File: src/rtl/ps2_pkg.sv
// Shared PS/2 decode constants, state encodings and the non-key byte filter.
package ps2_pkg;

   localparam logic [7:0] PS2_EXT = 8'hE0;
   localparam logic [7:0] PS2_BRK = 8'hF0;

   // start + 8 data + parity + stop, minus the start bit consumed in F_IDLE
   localparam int unsigned FRAME_BITS = 10;
   localparam int unsigned BIT_W      = 4;

   typedef enum logic [1:0] {F_IDLE, F_SHIFT, F_CHECK} frame_state_t;
   typedef enum logic [1:0] {D_IDLE, D_EXT, D_BRK, D_EXT_BRK} dec_state_t;

   // Keyboard status/response bytes that never name a key
   function automatic logic is_nonkey(input logic [7:0] code);
      case (code)
         8'h00, 8'hAA, 8'hEE, 8'hFA, 8'hFE, 8'hFF: is_nonkey = 1'b1;
         default:                                  is_nonkey = 1'b0;
      endcase
   endfunction

endpackage

File: src/rtl/ps2_frame_rx.sv
// PS/2 pin synchronizer, clock glitch filter and 11-bit frame receiver with timeout.
module ps2_frame_rx
   import ps2_pkg::*;
#(
   parameter int unsigned FILTER_LEN  = 8,
   parameter int unsigned TIMEOUT_CYC = 50000
) (
   input  logic       Clk,
   input  logic       Reset,
   input  logic       ps2_clk,
   input  logic       ps2_data,
   output logic       byte_valid_c,
   output logic [7:0] rx_byte,
   output logic       frame_err_c
);

   localparam int unsigned FCNT_W = $clog2(FILTER_LEN + 1);
   localparam int unsigned TO_W   = $clog2(TIMEOUT_CYC + 1);

   logic [1:0]              clk_sync_q, clk_sync_d;
   logic [1:0]              dat_sync_q, dat_sync_d;
   logic                    filt_q, filt_d;
   logic [FCNT_W-1:0]       fcnt_q, fcnt_d;
   frame_state_t            state_q, state_d;
   logic [BIT_W-1:0]        bitcnt_q, bitcnt_d;
   logic [FRAME_BITS-1:0]   shift_q, shift_d;
   logic [TO_W-1:0]         tmo_q, tmo_d;
   logic                    fall_c;
   logic                    data_bit_c;

   always_ff @(posedge Clk) begin
      if (Reset) begin
         clk_sync_q <= 2'b11;
         dat_sync_q <= 2'b11;
         filt_q     <= 1'b1;
         fcnt_q     <= '0;
         state_q    <= F_IDLE;
         bitcnt_q   <= '0;
         shift_q    <= '0;
         tmo_q      <= '0;
      end else begin
         clk_sync_q <= clk_sync_d;
         dat_sync_q <= dat_sync_d;
         filt_q     <= filt_d;
         fcnt_q     <= fcnt_d;
         state_q    <= state_d;
         bitcnt_q   <= bitcnt_d;
         shift_q    <= shift_d;
         tmo_q      <= tmo_d;
      end
   end

   // Filtered clock flips only after FILTER_LEN consecutive samples disagree with it
   always_comb begin
      clk_sync_d = {clk_sync_q[0], ps2_clk};
      dat_sync_d = {dat_sync_q[0], ps2_data};
      filt_d     = filt_q;
      fcnt_d     = '0;
      if (clk_sync_q[1] != filt_q) begin
         if (fcnt_q == FCNT_W'(FILTER_LEN - 1)) filt_d = ~filt_q;
         else                                   fcnt_d = fcnt_q + FCNT_W'(1);
      end
      fall_c     = filt_q & ~filt_d;
      data_bit_c = dat_sync_q[1];
   end

   // Frame FSM: bits land LSB first; shift_q ends as {stop, parity, data[7:0]}
   always_comb begin
      state_d      = state_q;
      bitcnt_d     = bitcnt_q;
      shift_d      = shift_q;
      tmo_d        = '0;
      byte_valid_c = 1'b0;
      frame_err_c  = 1'b0;
      case (state_q)
         F_IDLE: begin
            if (fall_c) begin
               if (!data_bit_c) begin
                  state_d  = F_SHIFT;
                  bitcnt_d = '0;
               end else begin
                  frame_err_c = 1'b1;
               end
            end
         end
         F_SHIFT: begin
            if (fall_c) begin
               shift_d = {data_bit_c, shift_q[FRAME_BITS-1:1]};
               if (bitcnt_q == BIT_W'(FRAME_BITS - 1)) state_d = F_CHECK;
               else                                    bitcnt_d = bitcnt_q + BIT_W'(1);
            end else if (tmo_q == TO_W'(TIMEOUT_CYC - 1)) begin
               frame_err_c = 1'b1;
               state_d     = F_IDLE;
            end else begin
               tmo_d = tmo_q + TO_W'(1);
            end
         end
         F_CHECK: begin
            if ((^shift_q[8:0]) && shift_q[9]) byte_valid_c = 1'b1;
            else                               frame_err_c  = 1'b1;
            state_d = F_IDLE;
         end
         default: state_d = F_IDLE;
      endcase
   end

   assign rx_byte = shift_q[7:0];

endmodule

File: src/rtl/ps2_keycode_source.sv
// Turns received PS/2 bytes into a held keycode level plus press/release/error strobes.
module ps2_keycode_source
   import ps2_pkg::*;
#(
   parameter int unsigned FILTER_LEN  = 8,
   parameter int unsigned TIMEOUT_CYC = 50000
) (
   input  logic       Clk,
   input  logic       Reset,
   input  logic       ps2_clk,
   input  logic       ps2_data,
   output logic [7:0] keycode,
   output logic       extended,
   output logic       press_pulse,
   output logic       release_pulse,
   output logic       frame_err
);

   logic        byte_valid_c;
   logic [7:0]  rx_byte;
   logic        rx_err_c;

   dec_state_t  dec_q, dec_d;
   logic [7:0]  keycode_q, keycode_d;
   logic        extended_q, extended_d;
   logic        press_q, press_d;
   logic        release_q, release_d;
   logic        frame_err_q, frame_err_d;
   logic        ext_bit_c;

   ps2_frame_rx #(
      .FILTER_LEN  (FILTER_LEN),
      .TIMEOUT_CYC (TIMEOUT_CYC)
   ) u_frame_rx (
      .Clk          (Clk),
      .Reset        (Reset),
      .ps2_clk      (ps2_clk),
      .ps2_data     (ps2_data),
      .byte_valid_c (byte_valid_c),
      .rx_byte      (rx_byte),
      .frame_err_c  (rx_err_c)
   );

   always_ff @(posedge Clk) begin
      if (Reset) begin
         dec_q       <= D_IDLE;
         keycode_q   <= '0;
         extended_q  <= 1'b0;
         press_q     <= 1'b0;
         release_q   <= 1'b0;
         frame_err_q <= 1'b0;
      end else begin
         dec_q       <= dec_d;
         keycode_q   <= keycode_d;
         extended_q  <= extended_d;
         press_q     <= press_d;
         release_q   <= release_d;
         frame_err_q <= frame_err_d;
      end
   end

   // Prefix tracking; a make of the already-held key (typematic) is silent
   always_comb begin
      dec_d       = dec_q;
      keycode_d   = keycode_q;
      extended_d  = extended_q;
      press_d     = 1'b0;
      release_d   = 1'b0;
      frame_err_d = rx_err_c;
      ext_bit_c   = 1'b0;
      if (byte_valid_c) begin
         if (is_nonkey(rx_byte)) begin
            dec_d = D_IDLE;
         end else if (rx_byte == PS2_EXT) begin
            dec_d = (dec_q == D_IDLE) ? D_EXT : D_IDLE;
         end else if (rx_byte == PS2_BRK) begin
            case (dec_q)
               D_IDLE:  dec_d = D_BRK;
               D_EXT:   dec_d = D_EXT_BRK;
               default: dec_d = D_IDLE;
            endcase
         end else begin
            case (dec_q)
               D_IDLE, D_EXT: begin
                  ext_bit_c = (dec_q == D_EXT);
                  if ({ext_bit_c, rx_byte} != {extended_q, keycode_q}) begin
                     keycode_d  = rx_byte;
                     extended_d = ext_bit_c;
                     press_d    = 1'b1;
                  end
               end
               default: begin
                  ext_bit_c = (dec_q == D_EXT_BRK);
                  release_d = 1'b1;
                  if ({ext_bit_c, rx_byte} == {extended_q, keycode_q}) begin
                     keycode_d  = '0;
                     extended_d = 1'b0;
                  end
               end
            endcase
            dec_d = D_IDLE;
         end
      end
   end

   assign keycode       = keycode_q;
   assign extended      = extended_q;
   assign press_pulse   = press_q;
   assign release_pulse = release_q;
   assign frame_err     = frame_err_q;

endmodule

File: config.mk
export PLATFORM = sky130hd
export DESIGN_NAME = ps2_keycode_source
export DESIGN_NICKNAME = d
export VERILOG_FILES = /design/src/rtl/ps2_pkg.sv /design/src/rtl/ps2_frame_rx.sv /design/src/rtl/ps2_keycode_source.sv
export SDC_FILE = /design/constraint.sdc
export NUM_CORES = 1
export LEC_CHECK = 0
export ABC_AREA = 1
export CAP_MARGIN = 20
export CELL_PAD_IN_SITES_DETAIL_PLACEMENT = 2
export CELL_PAD_IN_SITES_GLOBAL_PLACEMENT = 2
export CORE_MARGIN = 2
export CORE_UTILIZATION = 31
export DETAILED_ROUTE_END_ITERATION = 6
export GPL_TIMING_DRIVEN = 0
export PLACE_DENSITY_LB_ADDON = 0.1
export REMOVE_ABC_BUFFERS = 1
export SLEW_MARGIN = 40
export SYNTH_ARGS = -nofsm -noshare
export SYNTH_HDL_FRONTEND = slang
export SYNTH_HIERARCHICAL = 1
export SYNTH_SLANG_ARGS = --single-unit
File: constraint.sdc
create_clock -name Clk -period 1.7 [get_ports Clk]
set_input_delay 0.17 -clock Clk [delete_from_list [all_inputs] [get_ports Clk]]
set_output_delay 0.17 -clock Clk [all_outputs]
set_load 0.05 [all_outputs]
==> flow_summary_export.csv <==
group,metric,value,unit
global_routing,grt_pass1_wl,12900,um
finish,nets,437,
critical_path,crit_path_cell_trace,"xnor2_4 > inv_1 > nand3_2 > nand2_1 > nand2_1 > nand3_2 > nor3_4 > nand3_2 > nor2_4 > nand3_1 > a21oi_1",
sta,setup_viol,13,
die,dieArea,0.00991,sq mm
clock_network,cts_sinks,55,
pwr,switchingPower,0.496,mW
worst_hold_path,holdPathStages,2,
critical_path,cpMaxStageDelayCell,"dfxtp_4",
pwr,p_int,1.78,mW
routing,drc_errors,0,
clock_network,cts_tree,"done",
worst_hold_path,hold_path_class,"in -> reg",
sta,hold-worst-slack,0.316,ns
job,drv_cap,0,
placement,post-place-ws,-1.15,ns
sta,rsz0062_at_grt,"yes",
yosys,synth-seq-cells,55,
pwr,netSwitchingFraction,21.8,%
finish,fill_cells,1019,
routing,antenna_left,0,
clock_network,root_buffer,"clkbuf_8",
yosys,ys.flop_type,"dfxtp_1",
critical_path,ff2ff_setup_slack,-0.28,ns
die,row_count,34,
sta,max_freq,505,MHz
global_routing,grt_max_degree,25,
critical_path,cp_data_required_time,1.93,ns
placement,hpwlAfterDp,5300,um
worst_hold_path,min-delay-start,"Reset",
yosys,yosysSeqAreaShare,38.9,%
outcome,status,"complete, but fails checks",
routing,finalWirelength,7890,um
die,core_area,0.00881,sq mm
clock_network,cts_htree_levels,2,
critical_path,crit_path_max_fanout,5,
pwr,power.leakage,1.41,nW
sta,timing.final.crit_share,116,%
placement,io_buffers,15,
placement,place.gp.congestion,0.702,
critical_path,crit_top_cell,"nand3_2",
global_routing,grt_overflow,0,
die,start_util,32.1,%
yosys,yosysWarningCount,6,
clock_network,clock_latency,0.31,ns
die,dieWidth,99.5,um
clock_network,cts_hold_buf,0,
global_routing,gr-usage-all-layers,16.0,%
yosys,syn_area_per_cell,7.13,sq um
yosys,synthCells,397,
routing,avgRoutedWirePerCell,14.7,um
critical_path,critical_path_class,"reg -> reg",
finish,antenna_cells,0,
global_routing,antenna_found_initial,0,
critical_path,start_kind,"register",
clock_network,cts_buffers,5,
sta,setup_ws,-0.279,ns
critical_path,rr_endpoint,"keycode[3]",
finish,area_delta_synth_final,27.0,%
critical_path,r2r-start,"u_frame_rx/shift_q[3]",
critical_path,cpPeakStageDelay,0.39,ns
clock_network,clk_pin_slew,0.10,ns
yosys,yosysUniqueCellTypes,35,
global_routing,grt_pass1_vias,2644,
pwr,ir_worst_vdd,0.000335,V
pwr,combPwrFrac,1.6,%
critical_path,critPathCaptureType,"register",
routing,viasPerCell,4.86,
pwr,power.total,2.27,mW
pwr,power_frac_clock,41.9,%
routing,first_pass_iters,4,
sta,skew,0.00441,ns
critical_path,critPathArrivalTime,2.21,ns
critical_path,crit_start,"u_frame_rx/shift_q[3]",
worst_hold_path,hold_end,"u_frame_rx/bitcnt_q[1]",
sta,finalCriticalPeriod,1.98,ns
critical_path,r2r_cells,11,
yosys,synth_edf_count,0,
sta,maxSlewViolCount,0,
sta,slew_headroom,59.8,%
pwr,powerDensity,633,mW/mm^2
yosys,async_flop_share,0,%
die,ioPinCount,16,
routing,dr_total_vias,2613,
finish,drive_gt1_share,27.0,%
die,die_h,99.5,um
yosys,syn_area,0.00283,sq mm
sta,hold_viol,0,
clock_network,clk_path_buf_depth,2,
routing,drt_iter0_drc,46,
outcome,violations,"negative setup slack",
pwr,seq_power_share,56.5,%
sta,worst-slew-pin-transition,0.602,ns
synth_stat cells (all sizes together) (2+ instances only):
master  number  area share [%]
a21oi       30             5.3
buf         11             3.2
clkbuf       3            0.75
dfxtp       55              39
ha           4             1.8
inv         51             6.8
nand2       97              14
nand3       37             6.9
nand4        4             1.4
nor2        50             7.1
nor3        12             3.1
nor3b        2            0.53
o21ai       14             2.5
o22ai        2            0.44
or2          8             1.9
xnor2        7             2.2
xor2         5             1.5
critical path, delay by kind of cell (launching register included):
family                 cells  cell delay (ns)
AND/OR/NAND/NOR            8             1.07
flip-flops                 1             0.39
AO/OA/AOI/OAI              1             0.20
XOR/XNOR                   1             0.17
buffers and inverters      1             0.07
layer usage:
metal  global-route usage, %  part of all wire [%]  vias up
met2                    27.9                    51       18
met1                    20.9                    46     1269
met4                    3.90                   1.1        0
met5                       0                     0        -
li1                        -                     -     1318
met3                    2.25                   1.6        8
metrics by stage:
stage	area (sq um)	utilization, %	setup TNS [ns]	std cells
after floorplan	2720	-	-3.97	383
after global placement	3000	34.1	-33.84	506
after detailed placement	3000	34.0	-13.27	506
after CTS	3320	37.7	-2.84	527
after global routing	3590	40.8	-4.61	538
final	3590	40.8	-3.04	538
power groups by stage:
stage	sequential [mW]	clock [mW]	combinational, mW
2_1_floorplan	1.33	0	0.0141
3_3_place_gp	1.33	0	0.0347
3_5_place_dp	1.33	0	0.0344
4_1_cts	1.29	1.01	0.0347
5_1_grt	1.29	1.04	0.0411
6_report	1.28	0.952	0.0373
final cells by class:
type | count | area [sq um] | area share [%]
Sequential cell | 55 | 1130 | 31.6
Tap cell | 108 | 135 | 3.76
Inverter | 51 | 210 | 5.85
Multi-Input combinational cell | 279 | 1660 | 46.1
Clock inverter | 2 | 38.8 | 1.08
Clock buffer | 6 | 82.6 | 2.30
Timing Repair Buffer | 37 | 335 | 9.33
cells by family after synthesis:
kind of cell / Yosys count / share of synthesized area [%]
compound gates: 49 / 9.51
xor+xnor: 12 / 3.72
fa+ha+maj: 4 / 1.77
buf+inv: 65 / 10.7
flops: 55 / 38.9
simple gates: 212 / 35.4
layout by cell type, fill, tap and decap left out, drive strengths merged, types with 4 or more instances in the layout:
cell           Yosys  routed
xnor2              7       7
dfxtp             55      55
ha                 4       4
xor2               5       5
nand4              4       5
clkbuf             3       6
or2                8       8
nor3              12      12
nand3             37      37
nand2             97      98
dlygate4sd2        0       8
nor2              50      50
buf               11      23
a21oi             30      30
o21ai             14      14
inv               51      51
clkdlybuf4s50      0       5
sequential cells by signal, summed over array words and instances, names as in the netlist:
register               count
u_frame_rx/tmo_q          16
u_frame_rx/shift_q        10
keycode                    8
u_frame_rx/bitcnt_q        4
u_frame_rx/fcnt_q          4
dec_q                      2
u_frame_rx/clk_sync_q      2
u_frame_rx/dat_sync_q      2
u_frame_rx/state_q         2
extended                   1
frame_err                  1
press_pulse                1
release_pulse              1
u_frame_rx/filt_q          1
timing repair:
item	in CTS	in global routing
cloned	1	1
resized for setup	42	51
setup buffers	12	10
pin swaps	16	26
setup endpoints to repair	40	32
worst max path at each step:
stage	end	slack [ns]	cells past startpoint
global placement	extended	-1.14	13
floorplan	keycode[2]	-0.38	13
detailed placement	extended	-1.15	13
CTS	extended	-0.27	14
global route	keycode[1]	-0.42	13
finish	keycode[3]	-0.28	11
No activity file was read; power rests on OpenSTA's default activity.
